--- config.mk ---
export PLATFORM = sky130hd
export DESIGN_NAME = pc_fetch_ctrl
export DESIGN_NICKNAME = d
export VERILOG_FILES = /design/src/rtl/riscv_defines.sv /design/src/rtl/ras_stack.sv /design/src/rtl/pc_fetch_ctrl.sv
export SDC_FILE = /design/constraint.sdc
export NUM_CORES = 1
export LEC_CHECK = 0
export BUFFER_PORTS_ARGS = -buffer_cell sky130_fd_sc_hd__buf_4
export CAP_MARGIN = 40
export CORE_MARGIN = 2
export CORE_UTILIZATION = 61
export DETAILED_ROUTE_END_ITERATION = 16
export GPL_TIMING_DRIVEN = 0
export PLACE_DENSITY = 0.94
export SETUP_SLACK_MARGIN = 0.15
export SYNTH_ARGS = -nofsm -noshare
export SYNTH_HDL_FRONTEND = slang
export SYNTH_SLANG_ARGS = --single-unit
--- constraint.sdc ---
create_clock -name clk -period 7.3 [get_ports clk]
set_input_delay 1.095 -clock clk [delete_from_list [all_inputs] [get_ports clk]]
set_output_delay 1.095 -clock clk [all_outputs]
set_load 0.05 [all_outputs]
--- src/rtl/riscv_defines.sv ---
// Shared constants and the next-PC source enum for the fetch front end.
package riscv_defines;

  localparam logic [31:0] RESET_VEC_DEF = 32'h0000_0000;
  localparam int          RAS_DEPTH_DEF = 8;

  typedef enum logic [2:0] {
    TRAP,
    MISPRED,
    RAS,
    PRED,
    SEQ
  } pc_sel_e;

endpackage

--- src/rtl/ras_stack.sv ---
// Circular return-address stack; the oldest entry is overwritten when full.
module ras_stack
  import riscv_defines::*;
#(
  parameter int DEPTH = RAS_DEPTH_DEF
) (
  input  logic        clk,
  input  logic        rst_n,
  input  logic        push,
  input  logic        pop,
  input  logic        clear,
  input  logic [31:0] push_data,
  output logic [31:0] top,
  output logic        empty
);

  localparam int PTR_W = $clog2(DEPTH);
  localparam int CNT_W = PTR_W + 1;

  logic [31:0]      mem [DEPTH];
  logic [PTR_W-1:0] ptr;
  logic [CNT_W-1:0] count;
  logic             do_pop;
  logic [PTR_W-1:0] wr_idx;

  assign do_pop = pop && (count != '0);
  // A simultaneous pop+push overwrites the current top in place.
  assign wr_idx = do_pop ? ptr : ptr + 1'b1;
  assign top    = mem[ptr];
  assign empty  = (count == '0);

  always_ff @(posedge clk) begin
    if (push && !clear) begin
      mem[wr_idx] <= push_data;
    end
  end

  always_ff @(posedge clk or negedge rst_n) begin
    if (!rst_n) begin
      ptr   <= '0;
      count <= '0;
    end else if (clear) begin
      ptr   <= '0;
      count <= '0;
    end else if (push && do_pop) begin
      ptr   <= ptr;
      count <= count;
    end else if (push) begin
      ptr <= ptr + 1'b1;
      if (count != CNT_W'(DEPTH)) begin
        count <= count + 1'b1;
      end
    end else if (do_pop) begin
      ptr   <= ptr - 1'b1;
      count <= count - 1'b1;
    end
  end

endmodule

--- src/rtl/pc_fetch_ctrl.sv ---
// Fetch PC register with prioritised next-PC selection and a return-address stack.
module pc_fetch_ctrl
  import riscv_defines::*;
#(
  parameter logic [31:0] RESET_VEC = RESET_VEC_DEF,
  parameter int          RAS_DEPTH = RAS_DEPTH_DEF
) (
  input  logic        clk,
  input  logic        rst_n,
  input  logic        stall_f,
  input  logic        trap_redir,
  input  logic [31:0] trap_addr,
  input  logic        mispredict,
  input  logic        cflow_taken,
  input  logic [31:0] pc_jump,
  input  logic [31:0] pc_return,
  input  logic        pred_taken,
  input  logic [31:0] pc_pred,
  input  logic        pred_call,
  input  logic        pred_ret,
  output logic [31:0] pc_f,
  output logic [31:0] pcplus4_f,
  output logic [31:0] pc_next,
  output logic        ras_empty
);

  pc_sel_e     pc_sel;
  logic [31:0] ras_top;
  logic        accept;
  logic        ras_push;
  logic        ras_pop;
  logic        load_pc;

  assign pcplus4_f = pc_f + 32'd4;
  assign load_pc   = !stall_f || trap_redir || mispredict;
  // Speculative RAS updates only happen when fetch actually advances without redirect.
  assign accept    = !stall_f && !trap_redir && !mispredict;
  assign ras_push  = accept && pred_call;
  assign ras_pop   = accept && pred_ret && !ras_empty;

  always_comb begin
    pc_sel = SEQ;
    if (trap_redir)                   pc_sel = TRAP;
    else if (mispredict)              pc_sel = MISPRED;
    else if (pred_ret && !ras_empty)  pc_sel = RAS;
    else if (pred_taken)              pc_sel = PRED;
  end

  always_comb begin
    pc_next = pcplus4_f;
    case (pc_sel)
      TRAP:    pc_next = trap_addr;
      MISPRED: pc_next = cflow_taken ? pc_jump : pc_return;
      RAS:     pc_next = ras_top;
      PRED:    pc_next = pc_pred;
      default: pc_next = pcplus4_f;
    endcase
  end

  always_ff @(posedge clk or negedge rst_n) begin
    if (!rst_n) begin
      pc_f <= RESET_VEC;
    end else if (load_pc) begin
      pc_f <= pc_next;
    end
  end

  ras_stack #(
    .DEPTH(RAS_DEPTH)
  ) u_ras (
    .clk      (clk),
    .rst_n    (rst_n),
    .push     (ras_push),
    .pop      (ras_pop),
    .clear    (trap_redir),
    .push_data(pcplus4_f),
    .top      (ras_top),
    .empty    (ras_empty)
  );

endmodule

==> impl_metrics.csv <==
group,metric,value,unit
drt,dr_total_vias,11001,
pwr,p_sw,0.00140,W
die,die-area,0.0239,mm2
placed_design,dpl.hpwl,32.4,mm
critical_path,worstPathRequired,6200,ps
clock_tree,cts-buffers-inserted,29,
final_layout,area_growth,24.3,%
critical_path,r2r-end,"u_ras.mem[3][9]",
die,row_count,55,
synth,async_reset_ff_share,13.2,%
synth,syn_area_per_cell,14.4,um2
clock_tree,htreeDepth,1,
global_routing,grt_pass1_vias,10899,
final_layout,fin_cells,1548,
global_routing,grt_max_degree,40,
critical_path,slowest_stage,"clkbuf_1",
critical_path,cp_top_family,"buffers and inverters",
drt,first_pass_iters,7,
final_layout,postLayoutCoreUtil,76.6,%
global_routing,overflow,0,
clock_tree,clk_path_buf_depth,3,
pwr,p_clk_share,32.5,%
flow_run,maxCapViolations,0,
placed_design,placed_cell_area,0.0163,mm2
die,start_util,61.7,%
final_layout,nets,1383,
clock_tree,ctsHoldBuffers,0,
clock_tree,cts_sinks,295,
drt,remaining_drc_errors,0,
critical_path,cp_num_buf_inv,3,
critical_path,r2r_start,"u_ras.ptr[1]",
clock_tree,cts_root_buf,"clkbuf_16",
drt,avgViaCountPerCell,7.11,
die,die_x,155,um
drt,drtAntennaViolNets,0,
critical_path,max_stage_delay,750,ps
critical_path,crit_start,"trap_redir",
synth,syn_nets,1104,
critical_path,criticalPathCategory,"input port to primary output",
timing,max_freq,0.198,GHz
timing,final_hold_viol_count,0,
placed_design,placed_cells,1492,
die,dieHeight,155,um
pwr,p_leak,6.24,nW
synth,synth_area,0.0138,mm2
clock_tree,cts.clk_slew.worst_paths,70,ps
clock_tree,cts_resized,0,
global_routing,grt_use_total,38.9,%
critical_path,worstPathCellList,"clkbuf_1 > or2_2 > nor2_1 > clkbuf_1 > a221oi_1 > o21ba_2 > buf_4",
timing,period_share,69.3,%
synth,synth-edff-count,256,
outcome,status,"finished clean",
final_layout,final_area,0.0172,mm2
drt,wl_per_cell,29.9,um
pwr,swShare,31.1,%
pwr,power,0.00450,W
critical_path,arrival,3960,ps
clock_tree,insertion_delay,570,ps
clock_tree,cts_setup_buffers,0,
critical_path,endpoint_kind,"primary output",
pwr,peakVddDrop,0.225,mV
critical_path,cpMostUsedCell,"clkbuf_1",
clock_tree,cts_tree,"done",
synth,synth_cell_types,67,
pwr,combPwrFrac,23.2,%
synth,synthFlopType,"edfxtp_1",
synth,yosysWarnings,0,
timing,relSlewSlack,33.0,%
global_routing,antenna_found_initial,1,
timing,rsz0062_at_grt,"false",
final_layout,diodes,0,
global_routing,grt_pass1_wl,67.8,mm
critical_path,worst_r2r_path_depth,9,
pwr,seq_power_share,44.4,%
timing,setup_tns,0,ps
synth,syn_inst,961,
timing,finalSetupViolCount,0,
timing,tightest_slew,1000,ps
timing,finalMaxSlewViolations,0,
critical_path,crit_cells,7,
die,coreArea,0.0224,mm2
critical_path,startpoint_type,"input port",
timing,min_period,5060,ps
critical_path,r2r_slack,2960,ps
min_path,hold_class,"input port to asynchronous set/reset pin",
critical_path,cp-endpoint,"pc_next[26]",
timing,fin_skew,32.0,ps
drt,wirelength,46.3,mm
critical_path,path_max_fanout,10,
placed_design,place_congestion,0.965,
placed_design,port_buffers,231,
drt,drt-initial-drc-count,1925,
synth,synth_seq_cells,295,
die,num_io_pins,234,
final_layout,drive_above_1_share,33.0,%
pwr,power_density,262,mW/mm2
pwr,intPower,0.00310,W
synth,yosysSeqAreaShare,62.6,%
-- worst reg2reg max path, delay by kind of cell, from the launching register on --
| family | cells | cell delay (ps) |
|---|---|---|
| simple gates | 1 | 590 |
| flops | 1 | 540 |
| fa+ha+maj | 1 | 430 |
| compound gates | 2 | 820 |
| buf+inv | 5 | 1610 |
-- power by group through the flow --
| stage | combinational [W] | clock [W] | sequential (W) |
|---|---|---|---|
| finish | 0.00104 | 0.00146 | 0.00200 |
| global route | 0.00108 | 0.00151 | 0.00200 |
| CTS | 0.00102 | 0.00145 | 0.00199 |
| detailed placement | 0.00101 | 0 | 0.00203 |
| global placement | 0.000971 | 0 | 0.00203 |
| floorplan | 0.000553 | 0 | 0.00210 |
-- logic make-up after synthesis --
logic type	count (synthesis)	synth area share (%)
AO/OA/AOI/OAI	167	8.75
XOR/XNOR	31	2.02
adder cells (fa/ha/maj)	6	0.597
buffers and inverters	79	2.34
flip-flops	295	62.6
multiplexers	118	14.5
AND/OR/NAND/NOR	265	9.17
-- Yosys cell counts, types with 4 or more instances --
master,n,area share (%)
a22oi_1,6,0.33
inv_1,11,0.30
o21ba_2,9,0.65
nor3_1,14,0.51
a211oi_1,12,0.65
edfxtp_1,256,56
buf_2,10,0.36
buf_4,4,0.22
nand2_1,94,2.6
clkbuf_1,48,1.3
nand3_1,18,0.65
nor2_1,66,1.8
o21ai_0,33,1.2
a221oi_1,14,0.89
o31ai_1,5,0.27
xor2_1,15,0.95
nand4_1,10,0.45
dfrtp_1,39,7.1
mux2i_1,37,2.7
or3_1,5,0.23
mux2_2,17,1.4
mux4_2,64,10
xnor2_1,15,0.95
o22ai_1,5,0.23
buf_1,6,0.16
or2_2,6,0.27
a31oi_1,7,0.32
and3_1,9,0.41
nor4_1,10,0.45
nand2b_1,17,0.77
a21oi_1,29,1.0
nor3b_1,4,0.22
a2bb2oi_1,8,0.51
a2111oi_0,7,0.44
ha_1,5,0.45
-- how the worst min path moves through the flow --
stage | to | slack [ps] | depth (start not counted)
global route | pc_f[27] | 600 | 1
global placement | pc_f[12] | 560 | 2
CTS | pc_f[25] | 570 | 1
floorplan | u_ras.count[2] | 620 | 2
detailed placement | pc_f[12] | 610 | 2
finish | pc_f[16] | 570 | 1
-- routing by layer --
metal / GRT usage [%] / share of wire, % / wire length (um) / up-vias
li1: - / - / - / 4332
met1: 48.3 / 32 / 15000 / 5281
met2: 61.6 / 47 / 21700 / 1109
met3: 11.4 / 14 / 6310 / 277
met4: 22.5 / 7.2 / 3360 / 2
met5: 0 / 0.028 / 13 / -
-- metrics by stage --
step                      hold slack, ps  setup WS [ps]
after global routing                 600           2250
after global placement               565           1340
final                                567           2240
after detailed placement             614           2410
after floorplan                      622           2660
after CTS                            571           2410
-- flip-flops by register name, indices dropped and copies added, names as in the netlist --
name	cells
u_ras.count	4
pc_f	32
u_ras.mem	256
u_ras.ptr	3
-- layout by cell type (no fill, tap or decap), types with 11 or more instances in the layout --
master,instances
edfxtp_1,256
buf_4,236
nand2_1,94
mux4_2,64
nor2_1,58
clkbuf_1,56
dfrtp_1,39
mux2i_1,37
o21ai_0,33
a21oi_1,29
clkbuf_16,29
nand3_1,18
nand2b_1,17
mux2_2,17
xor2_1,15
xnor2_1,15
a221oi_1,14
nor3_1,14
a211oi_1,12
buf_2,11
inv_1,11
-- area by class of cell --
class	count	area [um2]
sequential	295	8660
fill	1217	5250
multi-input combinational	587	4900
timing repair buffer	248	2020
clock buffer	41	811
tap	285	357
buffer	68	283
clock inverter	13	110
inverter	11	41.3
Note: power is estimated with default switching activity, not from simulation.
